File: config.mk
export PLATFORM = sky130hd
export DESIGN_NAME = irq_vector_ctrl
export DESIGN_NICKNAME = d
export VERILOG_FILES = /design/src/rtl/proc_pkg.sv /design/src/rtl/irq_sync_edge.sv /design/src/rtl/irq_vector_ctrl.sv
export SDC_FILE = /design/constraint.sdc
export NUM_CORES = 1
export LEC_CHECK = 0
export BUFFER_PORTS_ARGS = -buffer_cell sky130_fd_sc_hd__buf_2
export CORE_MARGIN = 2
export CORE_UTILIZATION = 48
export DETAILED_ROUTE_END_ITERATION = 7
export HOLD_SLACK_MARGIN = 0.15
export PLACE_DENSITY_LB_ADDON = 0.08
export SETUP_SLACK_MARGIN = 0.2
export SLEW_MARGIN = 40
export SYNTH_ARGS = -nofsm -noshare
export SYNTH_HDL_FRONTEND = slang
export SYNTH_SLANG_ARGS = --single-unit
File: constraint.sdc
create_clock -name clk -period 1.9 [get_ports clk]
set_clock_uncertainty 0.15 [all_clocks]
set_input_delay 0.285 -clock clk [delete_from_list [all_inputs] [get_ports clk]]
set_output_delay 0.285 -clock clk [all_outputs]
set_load 0.03 [all_outputs]
File: src/rtl/proc_pkg.sv
// Shared types and constants for the vectored interrupt controller.
package proc_pkg;

    typedef enum logic [1:0] {
        IRQ_IDLE,
        IRQ_REQ,
        IRQ_SERVICE
    } irq_state_t;

    localparam logic [1:0] CFG_SEL_ENABLE = 2'd0;
    localparam logic [1:0] CFG_SEL_MODE   = 2'd1;
    localparam logic [1:0] CFG_SEL_W1C    = 2'd2;
    localparam logic [1:0] CFG_SEL_GLOBAL = 2'd3;

    localparam logic [31:0] VEC_BASE_DEFAULT   = 32'h0000_0100;
    localparam int          VEC_STRIDE_DEFAULT = 4;

endpackage

File: src/rtl/irq_sync_edge.sv
// Two-flop synchroniser for one asynchronous interrupt line plus rising-edge pulse.
module irq_sync_edge (
    input  logic clk,
    input  logic rst,
    input  logic irq,
    output logic level,
    output logic rise
);

    logic s1, s2, s2_d;

    always_ff @(posedge clk) begin
        if (!rst) begin
            s1   <= 1'b0;
            s2   <= 1'b0;
            s2_d <= 1'b0;
        end else begin
            s1   <= irq;
            s2   <= s1;
            s2_d <= s2;
        end
    end

    assign level = s2;
    assign rise  = s2 & ~s2_d;

endmodule

File: src/rtl/irq_vector_ctrl.sv
// Multi-source vectored interrupt controller: sync, pending/enable state,
// fixed-priority arbitration and req/ack/mret handshake with the hazard unit.
module irq_vector_ctrl
    import proc_pkg::*;
#(
    parameter int          NUM_SRC    = 8,
    parameter logic [31:0] VEC_BASE   = VEC_BASE_DEFAULT,
    parameter int          VEC_STRIDE = VEC_STRIDE_DEFAULT,
    parameter int          ID_W       = (NUM_SRC > 1) ? $clog2(NUM_SRC) : 1
) (
    input  logic               clk,
    input  logic               rst,
    input  logic [NUM_SRC-1:0] irq_in,
    input  logic               cfg_we,
    input  logic [1:0]         cfg_sel,
    input  logic [NUM_SRC-1:0] cfg_wdata,
    input  logic               int_ack,
    input  logic [31:0]        epc_in,
    input  logic               mret,
    output logic               int_req,
    output logic [31:0]        int_addr,
    output logic [ID_W-1:0]    int_id,
    output logic               in_service,
    output logic [31:0]        epc_out,
    output logic [NUM_SRC-1:0] enable_q,
    output logic [NUM_SRC-1:0] pending_q
);

    irq_state_t         state, state_nxt;
    logic [NUM_SRC-1:0] level, rise, mode_q, w1c, ack_clr, pending_nxt, cand;
    logic               global_en, cand_vld, take_ack;
    logic [ID_W-1:0]    cand_id;

    for (genvar g = 0; g < NUM_SRC; g++) begin : g_sync
        irq_sync_edge u_sync (
            .clk   (clk),
            .rst   (rst),
            .irq   (irq_in[g]),
            .level (level[g]),
            .rise  (rise[g])
        );
    end

    assign take_ack = (state == IRQ_REQ) && int_ack;

    // Edge sources: clears (ack, W1C) applied before the new edge so a
    // coincident edge keeps the bit set. Level sources simply track the line.
    always_comb begin
        w1c     = (cfg_we && cfg_sel == CFG_SEL_W1C) ? cfg_wdata : '0;
        ack_clr = '0;
        for (int i = 0; i < NUM_SRC; i++)
            ack_clr[i] = take_ack && (ID_W'(i) == int_id);
        pending_nxt = (mode_q & ((pending_q & ~ack_clr & ~w1c) | rise))
                    | (~mode_q & level);
    end

    assign cand = pending_q & enable_q & {NUM_SRC{global_en}};

    always_comb begin
        cand_vld = |cand;
        cand_id  = '0;
        for (int i = NUM_SRC - 1; i >= 0; i--)
            if (cand[i]) cand_id = ID_W'(i);
    end

    always_comb begin
        state_nxt = state;
        case (state)
            IRQ_IDLE:    if (cand_vld) state_nxt = IRQ_REQ;
            IRQ_REQ:     if (int_ack)  state_nxt = IRQ_SERVICE;
            IRQ_SERVICE: if (mret)     state_nxt = IRQ_IDLE;
            default:                   state_nxt = IRQ_IDLE;
        endcase
    end

    always_comb begin
        int_req    = (state == IRQ_REQ);
        in_service = (state == IRQ_SERVICE);
    end

    always_ff @(posedge clk) begin
        if (!rst) begin
            state     <= IRQ_IDLE;
            int_id    <= '0;
            int_addr  <= '0;
            epc_out   <= '0;
            enable_q  <= '0;
            mode_q    <= '0;
            pending_q <= '0;
            global_en <= 1'b0;
        end else begin
            state     <= state_nxt;
            pending_q <= pending_nxt;
            if (state == IRQ_IDLE && cand_vld) begin
                int_id   <= cand_id;
                int_addr <= VEC_BASE + 32'(cand_id) * 32'(VEC_STRIDE);
            end
            if (take_ack)
                epc_out <= epc_in;
            if (cfg_we) begin
                case (cfg_sel)
                    CFG_SEL_ENABLE: enable_q  <= cfg_wdata;
                    CFG_SEL_MODE:   mode_q    <= cfg_wdata;
                    CFG_SEL_GLOBAL: global_en <= cfg_wdata[0];
                    default: ;
                endcase
            end
        end
    end

endmodule

Yosys cells after proc, flatten, opt, wreduce, memory -nomap -nowiden
Cells that the tools add are included.

Logic and storage cells: 107. Bits in writable memories: 0. Memories: 0. Output and inout port bits: 85. Bits in latches: 0. Bits in read-only memories: 0. Input port bits: 55. Register bits after elaboration: 118.

Add/sub/neg operators: 1. Eq/ne operators: 15. Divide/modulo/power cells: 0. Reduce and logical (&&, ||, !) cells: 19. Mux-type cells: 13. Shifts and indexed selects: 0. Bitwise gates (word level): 27. $lt $le $gt $ge: 0. Multipliers: 0.

Operator list (number): $and A8 B8 Y8 (6); $mux W3 (8); $not A8 Y8 (3); $or A8 B8 Y8 (2); $eq A3 B3 Y1 const A (4); $logic_and A1 B1 Y1 (11); $add A9 B5 Y10 const A (1); $and A1 B1 Y1 (8); $mux W8 (1); $not A1 Y1 (8); $reduce_or A8 Y1 (1); $eq A2 B2 Y1 const B (3); $eq A2 B3 Y1 const A (2); $mux W2 (3); $ne A2 B2 Y1 const B (3); $pmux W2 S3 (1); $reduce_and A2 Y1 (3); $eq A2 B1 Y1 const B (2); $logic_not A2 Y1 (2); $eq A1 B3 Y1 const A (1); $logic_not A3 Y1 (1); $reduce_and A3 Y1 (1).

Longest topological paths before layout
Gate-level depths: netlist (run 1).

Depth after elaboration: 11. Gate-level depth with buffers: 5. Gate-level depth less buffers: 4.

By module
From an unflattened synthesis (run 1), not the netlist that was laid out.

Cell total of the unflattened synthesis: 393. Area, all modules: 3654.8 um^2.

Modules (own cells, without submodules): irq_vector_ctrl (sequential area each 1261.2 um^2, times used 1, area each 2914.0 um^2, cells an instance 337); irq_sync_edge (sequential area each 60.1 um^2, times used 8, area each 92.6 um^2, cells an instance 7).

Worst setup path before layout (run 1)
Ideal clock, no wire load.

Path kind: register to register. From: reg state[1]. To: reg state[1]. Library setup time: 58 ps. Path buffers: 0. Required time: 1692 ps. Period minus slack after synthesis: 1376 ps. Setup slack: 524 ps. Stages on the path, launching flop included: 4. Data arrival time: 1169 ps. Path through: dfxtp_1 -> nor2b_1 -> nor2b_1 -> o21a_1.

Longest elaborated chain between the ends: 3. Elaborated cells on any way between the ends: 8. Those cells by class: eq/ne: 5; mux: 1; reduce/logical: 2.

RTL lines: start: declaration (line irq_vector_ctrl.sv:29) `irq_state_t state, state_nxt;`; start signal: assignment (line irq_vector_ctrl.sv:92) `state <= state_nxt;`; $eq A2 B2 Y1 (*); net in_service (line irq_vector_ctrl.sv:23) `output logic in_service,`; $ne A2 B2 Y1 (no line); $reduce_and A3 Y1 (no line).

Mark *: on every way through the listed nets, which the timed path passes. The rest lies on a longest branch. A chain may end at the register's enable or synchronous reset.

Worst setup path in the final report (run 1)
From: reg state[0]. To: out int_req.

Longest elaborated chain between the ends: 1.

RTL lines: $eq A2 B1 Y1 (line irq_vector_ctrl.sv:77) `int_req = (state == IRQ_REQ);`; end: declaration (line irq_vector_ctrl.sv:20) `output logic int_req,`.

No other way between the ends.

==> flow_summary.html, run 1 <==
<table>
<tr><th>Metric</th><th>Value</th></tr>
<tr><th colspan="2">Floorplanning</th></tr>
<tr><td>Effective utilization at floorplan</td><td>48.83%</td></tr>
<tr><td>Die Area</td><td>7958 um^2</td></tr>
<tr><td>Horiz. Die Dim</td><td>89.21 um</td></tr>
<tr><td>I/O pin total</td><td>140</td></tr>
<tr><td>Die Span Y</td><td>89.21 um</td></tr>
<tr><td>Floorplan Core Area</td><td>7137 um^2</td></tr>
<tr><td>Row cnt</td><td>31</td></tr>
<tr><th colspan="2">Placement</th></tr>
<tr><td>PortBufs</td><td>111</td></tr>
<tr><td>Weighted congestion at the end of routability-driven global placement</td><td>0.7784</td></tr>
<tr><td>DPL Wire Length</td><td>5.355 mm</td></tr>
<tr><td>Setup Slack @ Placement</td><td>0.3028 ns</td></tr>
<tr><th colspan="2">Final layout</th></tr>
<tr><td>Commonest cells after routing, fill and taps aside</td><td>110 x sky130_fd_sc_hd__buf_2, 87 x sky130_fd_sc_hd__dfxtp_1, 82 x sky130_fd_sc_hd__nand2_1</td></tr>
<tr><td>Ratio of cells with drive above 1 in the final layout</td><td>25.56%</td></tr>
<tr><td>Relative area change from synthesis to final layout</td><td>36.52%</td></tr>
<tr><td>Most common library cell in the layout ignoring fill and taps</td><td>sky130_fd_sc_hd__buf_2</td></tr>
<tr><td>ANT cells</td><td>0</td></tr>
<tr><td>Nets</td><td>590</td></tr>
<tr><th colspan="2">Route</th></tr>
<tr><td>Number of optimization iterations in the first detailed-route pass</td><td>4</td></tr>
<tr><td>Total routed wirelength</td><td>8.334 mm</td></tr>
<tr><td>Routed via count divided by cell count</td><td>4.681</td></tr>
<tr><td>Remaining antenna violation count after routing</td><td>0</td></tr>
<tr><td>Vias after detailed routing</td><td>2991</td></tr>
<tr><td>Violation count after the first detailed-route iteration</td><td>95</td></tr>
<tr><td>Routed len/inst</td><td>13.04 um</td></tr>
<tr><td># DRC</td><td>0</td></tr>
<tr><th colspan="2">Run</th></tr>
<tr><td>Total of max-cap violations</td><td>0</td></tr>
<tr><th colspan="2">STA</th></tr>
<tr><td>Clock period minus worst slack</td><td>1.616 ns</td></tr>
<tr><td>Count of final max-slew check failures</td><td>0</td></tr>
<tr><td># setup viols final</td><td>0</td></tr>
<tr><td>Share of the cycle needed by the critical path after routing</td><td>85.06%</td></tr>
<tr><td>Unrepaired setup endpoints after global routing</td><td>false</td></tr>
<tr><td>Smallest setup slack after layout</td><td>0.2838 ns</td></tr>
<tr><td>Hold Vio Cnt, Final</td><td>0</td></tr>
<tr><td>Max_slew headroom</td><td>61.10%</td></tr>
<tr><td>Least-Margin Pin Slew</td><td>0.5818 ns</td></tr>
<tr><td>Total negative setup slack</td><td>0 ns</td></tr>
<tr><td>Top achievable clock speed</td><td>0.6187 GHz</td></tr>
<tr><th colspan="2">Global route</th></tr>
<tr><td>Total GRT Usage</td><td>20.08%</td></tr>
<tr><td>Vias in the first global route</td><td>2712</td></tr>
<tr><td>Overflow after GRT</td><td>0</td></tr>
<tr><td>Largest net degree at the start of global routing</td><td>47</td></tr>
<tr><td>Antenna violations before repair</td><td>0</td></tr>
<tr><td>Wire length of the first global-routing pass</td><td>12.27 mm</td></tr>
<tr><th colspan="2">Clock network</th></tr>
<tr><td>Clock tree from TritonCTS</td><td>yes</td></tr>
<tr><td>CTS H-tree lvls</td><td>3</td></tr>
<tr><td>Deepest clock path buffer count</td><td>2</td></tr>
<tr><td>CTS Root Cell</td><td>sky130_fd_sc_hd__clkbuf_8</td></tr>
<tr><td>Clock Sink Count</td><td>87</td></tr>
<tr><td>Latest clock arrival within the worst-skew pair</td><td>0.34 ns</td></tr>
<tr><td>Clock transition time at the flip-flop clock pins of the worst setup and hold paths</td><td>0.08 ns</td></tr>
<tr><td>Inserted Clock Buffers</td><td>9</td></tr>
<tr><th colspan="2">Setup path</th></tr>
<tr><td>Critical Path Slowest Stage Cell</td><td>sky130_fd_sc_hd__dfxtp_1</td></tr>
<tr><td>Setup crit start kind</td><td>register</td></tr>
<tr><td>Worst path required time</td><td>1.46 ns</td></tr>
<tr><td>Data arrival time of the critical path</td><td>1.18 ns</td></tr>
<tr><td>Critical path's largest stage delay</td><td>0.40 ns</td></tr>
<tr><td>Critical-path maximum fanout</td><td>6</td></tr>
<tr><td>Class of the most critical setup path</td><td>reg -&gt; out</td></tr>
<tr><td>Critical Path, Cell by Cell</td><td>inv_1 &gt; nor2_1 &gt; buf_2</td></tr>
<tr><td>Crit. End Element</td><td>output port</td></tr>
<tr><th colspan="2">Status</th></tr>
<tr><td>Result of the run</td><td>completed</td></tr>
<tr><th colspan="2">Logic synthesis</th></tr>
<tr><td>Warnings, synthesis</td><td>0</td></tr>
<tr><td>Fraction of synthesis flops using an asynchronous set or reset pin</td><td>0%</td></tr>
<tr><td>FF+latch count, synth</td><td>87</td></tr>
<tr><td>Sequential area share after synthesis</td><td>49.98%</td></tr>
<tr><td>Dominant register cell in the synthesized netlist</td><td>sky130_fd_sc_hd__dfxtp_1</td></tr>
<tr><td>Synth unique cells</td><td>30</td></tr>
<tr><td>Post-synthesis cell count</td><td>377</td></tr>
<tr><td>Post-Synthesis Mean Instance Area</td><td>9.243 um^2</td></tr>
<tr><td>Library cell with the largest summed area after synthesis</td><td>sky130_fd_sc_hd__dfxtp_1</td></tr>
<tr><td>Post-synth design cell area</td><td>3485 um^2</td></tr>
<tr><td>Number of flops mapped to enable cells by yosys</td><td>0</td></tr>
<tr><td>Biggest area contributors in the synthesized netlist</td><td>sky130_fd_sc_hd__dfxtp_1 50%, sky130_fd_sc_hd__nand2_1 8.8%, sky130_fd_sc_hd__a21boi_0 6.9%</td></tr>
<tr><td>Top cell type's share of synthesized area</td><td>49.98%</td></tr>
<tr><th colspan="2">Hold path</th></tr>
<tr><td>Classification of the worst-slack hold path</td><td>in -&gt; reg</td></tr>
<tr><th colspan="2">Power and ir drop</th></tr>
<tr><td>Static Leakage</td><td>0.002181 uW</td></tr>
<tr><td>Ratio of total power to cell area</td><td>747.8 nW/um^2</td></tr>
<tr><td>Max rail drop VDD</td><td>0.0004667 V</td></tr>
</table>
layer usage:
metal,up-vias,share of wire (%),global-route usage [%]
met3,12,5.8,4.063
met4,0,1.8,8.277
li1,1513,-,-
met5,-,0,0
met2,94,48,35.29
met1,1372,44,23.86
power breakdown:
group	switching [uW]	leakage, uW	internal [uW]	total [uW]
Clock	632	0.000105	677	1310
Combinational	194	0.00137	173	367
Sequential	21.7	0.000707	1860	1880
Total	847	0.00218	2710	3560
path summary, 6_finish.rpt:
check / slack (ns) / endpoint / from / cells past startpoint
worst min register to register: 0.29 / g_sync[6].u_sync.level / g_sync[6].u_sync.s1 / 1
worst min-delay path: 0.18 / state[0] / int_ack / 4
worst max register to register: 0.35 / pending_q[3] / state[1] / 4
worst max-delay path: 0.28 / int_req / state[0] / 3
flip-flops by register name, summed over array words and instances, names as in the netlist:
signal               count
epc_out                 32
enable_q                 8
g_sync.u_sync.level      8
g_sync.u_sync.s1         8
g_sync.u_sync.s2_d       8
mode_q                   8
pending_q                8
int_addr                 2
int_id                   2
state                    2
global_en                1
cells by family after synthesis:
family / share of synthesized area [%]
other: 0.1076
buffers and inverters: 9.264
AOI/OAI and AO/OA: 13.79
and+or+nand+nor: 21.69
muxes: 5.170
DFF: 49.98
cells in the mapped netlist, drive strengths merged, types with 2 or more instances:
cell type,count
a22o,3
nor2,6
a21boi,32
a221oi,7
buf,41
dfxtp,87
nand2,82
a21o,6
nor2b,22
mux2i,18
nand3,12
nor3b,4
a21oi,8
clkbuf,8
and2,25
a22oi,4
nand3b,2
per-stage QoR:
step	util (%)	total power [uW]	std cells	instance area (um^2)	hold WS [ns]
after floorplan	-	2141	404	3586	0.2619
after global placement	56.21	2198	572	4011	0.2639
after detailed placement	56.21	2200	572	4011	0.2695
after CTS	66.13	3580	638	4720	0.1617
after global routing	66.66	3706	639	4757	0.1901
final	66.66	3557	639	4757	0.1802
critical path: cells and delay by family, from the launching register on:
family | cells | cell delay (ns)
AND/OR/NAND/NOR | 1 | 0.13
buffers and inverters | 2 | 0.31
flip-flops | 1 | 0.40
layout make-up:
| type | count | area (um^2) |
|---|---|---|
| Fill cell | 625 | 2380 |
| Timing Repair Buffer | 169 | 1152 |
| Tap cell | 99 | 123.9 |
| Sequential cell | 87 | 1742 |
| Multi-Input combinational cell | 267 | 1528 |
| Inverter | 1 | 3.754 |
| Clock buffer | 11 | 151.4 |
| Clock inverter | 5 | 56.30 |
timing repair:
action | 4_1_cts | 5_1_grt
setup buffers | 0 | 0
endpoints found under the hold margin | 58 | 0
gates resized for setup | 0 | 3
hold buffers | 50 | 0
setup endpoints to repair | 0 | 4
No activity file was read; power rests on OpenSTA's default activity.
==> run 2: changes to the inputs <==
--- a/config.mk
+++ b/config.mk
@@ -8,6 +8,7 @@
 export BUFFER_PORTS_ARGS = -buffer_cell sky130_fd_sc_hd__buf_2
 export CORE_MARGIN = 2
 export CORE_UTILIZATION = 48
+export CTS_BUF_LIST = sky130_fd_sc_hd__clkbuf_16
 export DETAILED_ROUTE_END_ITERATION = 7
 export HOLD_SLACK_MARGIN = 0.15
 export PLACE_DENSITY_LB_ADDON = 0.08
==> run 2 against run 1 <==
Sequential share of layout area down 0.29 points; non-clock buffer count down 2; power up 11%; design area up 0.79%; sequential power about the same; count of clock-buffer cells in the layout down 2; highest routed layer unchanged; clock power up 29%; register-to-register slack about the same; utilization up 0.53 points; routed wire length down 1.3%; critical path depth down 1.
==> flow_summary.html, run 2 (synthesis gave the netlist of run 1 again) <==
<table>
<tr><th>Metric</th><th>Value</th></tr>
<tr><th colspan="2">Floorplanning</th></tr>
<tr><td>Floorplan Core Area</td><td>7137 um^2 (unchanged)</td></tr>
<tr><td>Horiz. Die Dim</td><td>89.21 um (unchanged)</td></tr>
<tr><td>Die Span Y</td><td>89.21 um (unchanged)</td></tr>
<tr><td>Effective utilization at floorplan</td><td>48.83% (unchanged)</td></tr>
<tr><td>I/O pin total</td><td>140 (unchanged)</td></tr>
<tr><td>Row cnt</td><td>31 (unchanged)</td></tr>
<tr><td>Die Area</td><td>7958 um^2 (unchanged)</td></tr>
<tr><th colspan="2">Final layout</th></tr>
<tr><td>Register containing the most flip-flops in the final layout</td><td>epc_out</td></tr>
<tr><td>ANT cells</td><td>0 (unchanged)</td></tr>
<tr><td>Commonest cells after routing, fill and taps aside</td><td>111 x sky130_fd_sc_hd__buf_2, 87 x sky130_fd_sc_hd__dfxtp_1, 82 x sky130_fd_sc_hd__nand2_1</td></tr>
<tr><td>Ratio of cells with drive above 1 in the final layout</td><td>24.91% (-0.65 points)</td></tr>
<tr><td>Nets</td><td>588 (-0.34%)</td></tr>
<tr><td>Relative area change from synthesis to final layout</td><td>37.59%</td></tr>
<tr><td>Most common library cell in the layout ignoring fill and taps</td><td>sky130_fd_sc_hd__buf_2</td></tr>
<tr><td>Area of all placed cells without fillers</td><td>4795 um^2 (+0.79%)</td></tr>
<tr><td>Flip-flop count of the largest register, all copies and words added</td><td>32 (unchanged)</td></tr>
<tr><th colspan="2">Clock network</th></tr>
<tr><td>Clock Sink Count</td><td>87 (unchanged)</td></tr>
<tr><td>Deepest clock path buffer count</td><td>2 (unchanged)</td></tr>
<tr><td>Latest clock arrival within the worst-skew pair</td><td>0.33 ns (about the same)</td></tr>
<tr><td>Clock transition time at the flip-flop clock pins of the worst setup and hold paths</td><td>0.06 ns (-0.02 ns)</td></tr>
<tr><td>Clock tree from TritonCTS</td><td>yes</td></tr>
<tr><td>Inserted Clock Buffers</td><td>9 (unchanged)</td></tr>
<tr><td>CTS Root Cell</td><td>sky130_fd_sc_hd__clkbuf_16</td></tr>
<tr><td>Setup fix buffers added after clock tree synthesis</td><td>0 (unchanged)</td></tr>
<tr><td>CTS H-tree lvls</td><td>3 (unchanged)</td></tr>
<tr><th colspan="2">STA</th></tr>
<tr><td>Top achievable clock speed</td><td>0.6286 GHz (+1.6%)</td></tr>
<tr><td>Least-Margin Pin Slew</td><td>0.5778 ns (-0.003991 ns)</td></tr>
<tr><td>Max_slew headroom</td><td>61.36% (+0.27 points)</td></tr>
<tr><td>Total negative setup slack</td><td>0 ns (unchanged)</td></tr>
<tr><td>Unrepaired setup endpoints after global routing</td><td>false</td></tr>
<tr><td>Share of the cycle needed by the critical path after routing</td><td>83.72% (-1.3 points)</td></tr>
<tr><td>Clock period minus worst slack</td><td>1.591 ns (-0.02544 ns)</td></tr>
<tr><td># setup viols final</td><td>0 (unchanged)</td></tr>
<tr><td>Hold Vio Cnt, Final</td><td>0 (unchanged)</td></tr>
<tr><td>Count of final max-slew check failures</td><td>0 (unchanged)</td></tr>
<tr><th colspan="2">Route</th></tr>
<tr><td>Remaining antenna violation count after routing</td><td>0 (unchanged)</td></tr>
<tr><td>Total routed wirelength</td><td>8.223 mm (-1.3%)</td></tr>
<tr><td>Routed len/inst</td><td>12.91 um (-1.0%)</td></tr>
<tr><td># DRC</td><td>0 (unchanged)</td></tr>
<tr><td>Violation count after the first detailed-route iteration</td><td>110 (+16%)</td></tr>
<tr><td>Number of optimization iterations in the first detailed-route pass</td><td>4 (unchanged)</td></tr>
<tr><td>Routed via count divided by cell count</td><td>4.642 (-0.83%)</td></tr>
<tr><td>Vias after detailed routing</td><td>2957 (-1.1%)</td></tr>
<tr><th colspan="2">Setup path</th></tr>
<tr><td>Class of the most critical setup path</td><td>reg -&gt; out</td></tr>
<tr><td>Data arrival time of the critical path</td><td>1.16 ns (-0.02 ns)</td></tr>
<tr><td>Reg-to-reg endpoint</td><td>pending_q[5]</td></tr>
<tr><td>Critical R2R Launch</td><td>state[1]</td></tr>
<tr><td>Reg-to-reg slack, setup</td><td>0.35 ns (about the same)</td></tr>
<tr><td>Length in cells of the worst reg-to-reg path</td><td>4 (unchanged)</td></tr>
<tr><td>Worst path required time</td><td>1.46 ns (about the same)</td></tr>
<tr><td>Setup crit start kind</td><td>register</td></tr>
<tr><td>Critical-path maximum fanout</td><td>7 (+1)</td></tr>
<tr><td>Crit. End Element</td><td>output port</td></tr>
<tr><th colspan="2">Global route</th></tr>
<tr><td>Vias in the first global route</td><td>2652 (-2.2%)</td></tr>
<tr><td>Total GRT Usage</td><td>19.86% (-0.22 points)</td></tr>
<tr><td>Wire length of the first global-routing pass</td><td>12.12 mm (-1.2%)</td></tr>
<tr><td>Largest net degree at the start of global routing</td><td>47 (unchanged)</td></tr>
<tr><td>Overflow after GRT</td><td>0 (unchanged)</td></tr>
<tr><td>Antenna violations before repair</td><td>0 (unchanged)</td></tr>
<tr><th colspan="2">Power and ir drop</th></tr>
<tr><td>Post-layout power</td><td>3934 uW (+11%)</td></tr>
<tr><td>Ratio of total power to cell area</td><td>820.5 nW/um^2 (+9.7%)</td></tr>
<tr><td>Static Leakage</td><td>0.002195 uW (+0.61%)</td></tr>
<tr><td>Max rail drop VDD</td><td>0.0005443 V (+17%)</td></tr>
<tr><th colspan="2">Placement</th></tr>
<tr><td>PortBufs</td><td>111 (unchanged)</td></tr>
<tr><td>DPL Wire Length</td><td>5.355 mm (unchanged)</td></tr>
<tr><td>Weighted congestion at the end of routability-driven global placement</td><td>0.7784 (unchanged)</td></tr>
<tr><td>Post-placement cell area</td><td>4011 um^2 (unchanged)</td></tr>
<tr><th colspan="2">Hold path</th></tr>
<tr><td>Hold EP</td><td>epc_out[24]</td></tr>
<tr><td>Classification of the worst-slack hold path</td><td>in -&gt; reg</td></tr>
<tr><td>Min-Delay Startpoint</td><td>rst</td></tr>
<tr><td>Worst Hold Depth</td><td>2 (-2)</td></tr>
<tr><th colspan="2">Run</th></tr>
<tr><td>Total of max-cap violations</td><td>0 (unchanged)</td></tr>
<tr><th colspan="2">Status</th></tr>
<tr><td>Result of the run</td><td>completed</td></tr>
</table>
run 2: cell count changes in the layout (fill, tap and decap cells not counted), sizes merged:
cell,before,now
clkbuf,13,9
dlygate4sd3,50,49
buf,117,118
clkinv,3,5
run 2: critical path, stage by stage, from the launching register on:
cell	delay, ns
sky130_fd_sc_hd__dfxtp_1	0.41
sky130_fd_sc_hd__nor2b_1	0.20
sky130_fd_sc_hd__buf_2	0.22
run 2: worst max path at each step:
stage               startpoint          end  depth (start not counted)
detailed placement    state[0]  epc_out[12]                          4
CTS                   state[0]  epc_out[12]                          4
global placement    cfg_sel[1]    mode_q[0]                          4
floorplan             state[1]     state[1]                          3
finish                state[1]   in_service                          2
global route          state[0]      int_req                          3
run 2: cell type report:
type,instances,area [um^2]
Fill cell,615,2342
Inverter,1,3.754
Tap cell,99,123.9
Clock inverter,7,63.81
Clock buffer,9,225.2
Timing Repair Buffer,167,1115
Multi-Input combinational cell,267,1521
Sequential cell,87,1742
run 2: repair_timing:
action,4_1_cts,5_1_grt
gates resized for setup,0,1
hold buffers,49,0
hold endpoints to repair,56,0
setup endpoints to repair,0,1
run 2: per-layer routing:
| layer | share of wire [%] | global-route usage (%) |
|---|---|---|
| met5 | 0 | 0 |
| met4 | 1.5 | 6.242 |
| met3 | 6.2 | 5.355 |
| met2 | 47 | 33.94 |
| met1 | 45 | 24.41 |
run 2: power breakdown:
part           total (uW)  internal [uW]  switching (uW)
Sequential           1880           1860            21.7
Combinational         356            167             189
Clock                1690           1010             688
Total                3930           3030             899
run 2: stage by stage:
step / worst slack (ns) / instances / util [%] / hold slack [ns]
3_3_place_gp: 0.3727 / 572 / 56.21 / 0.2639
5_1_grt: 0.2362 / 637 / 67.18 / 0.1589
4_1_cts: 0.3023 / 637 / 67.13 / 0.1597
3_5_place_dp: 0.3028 / 572 / 56.21 / 0.2695
2_1_floorplan: 0.5236 / 404 / - / 0.2619
6_report: 0.3093 / 637 / 67.18 / 0.1625
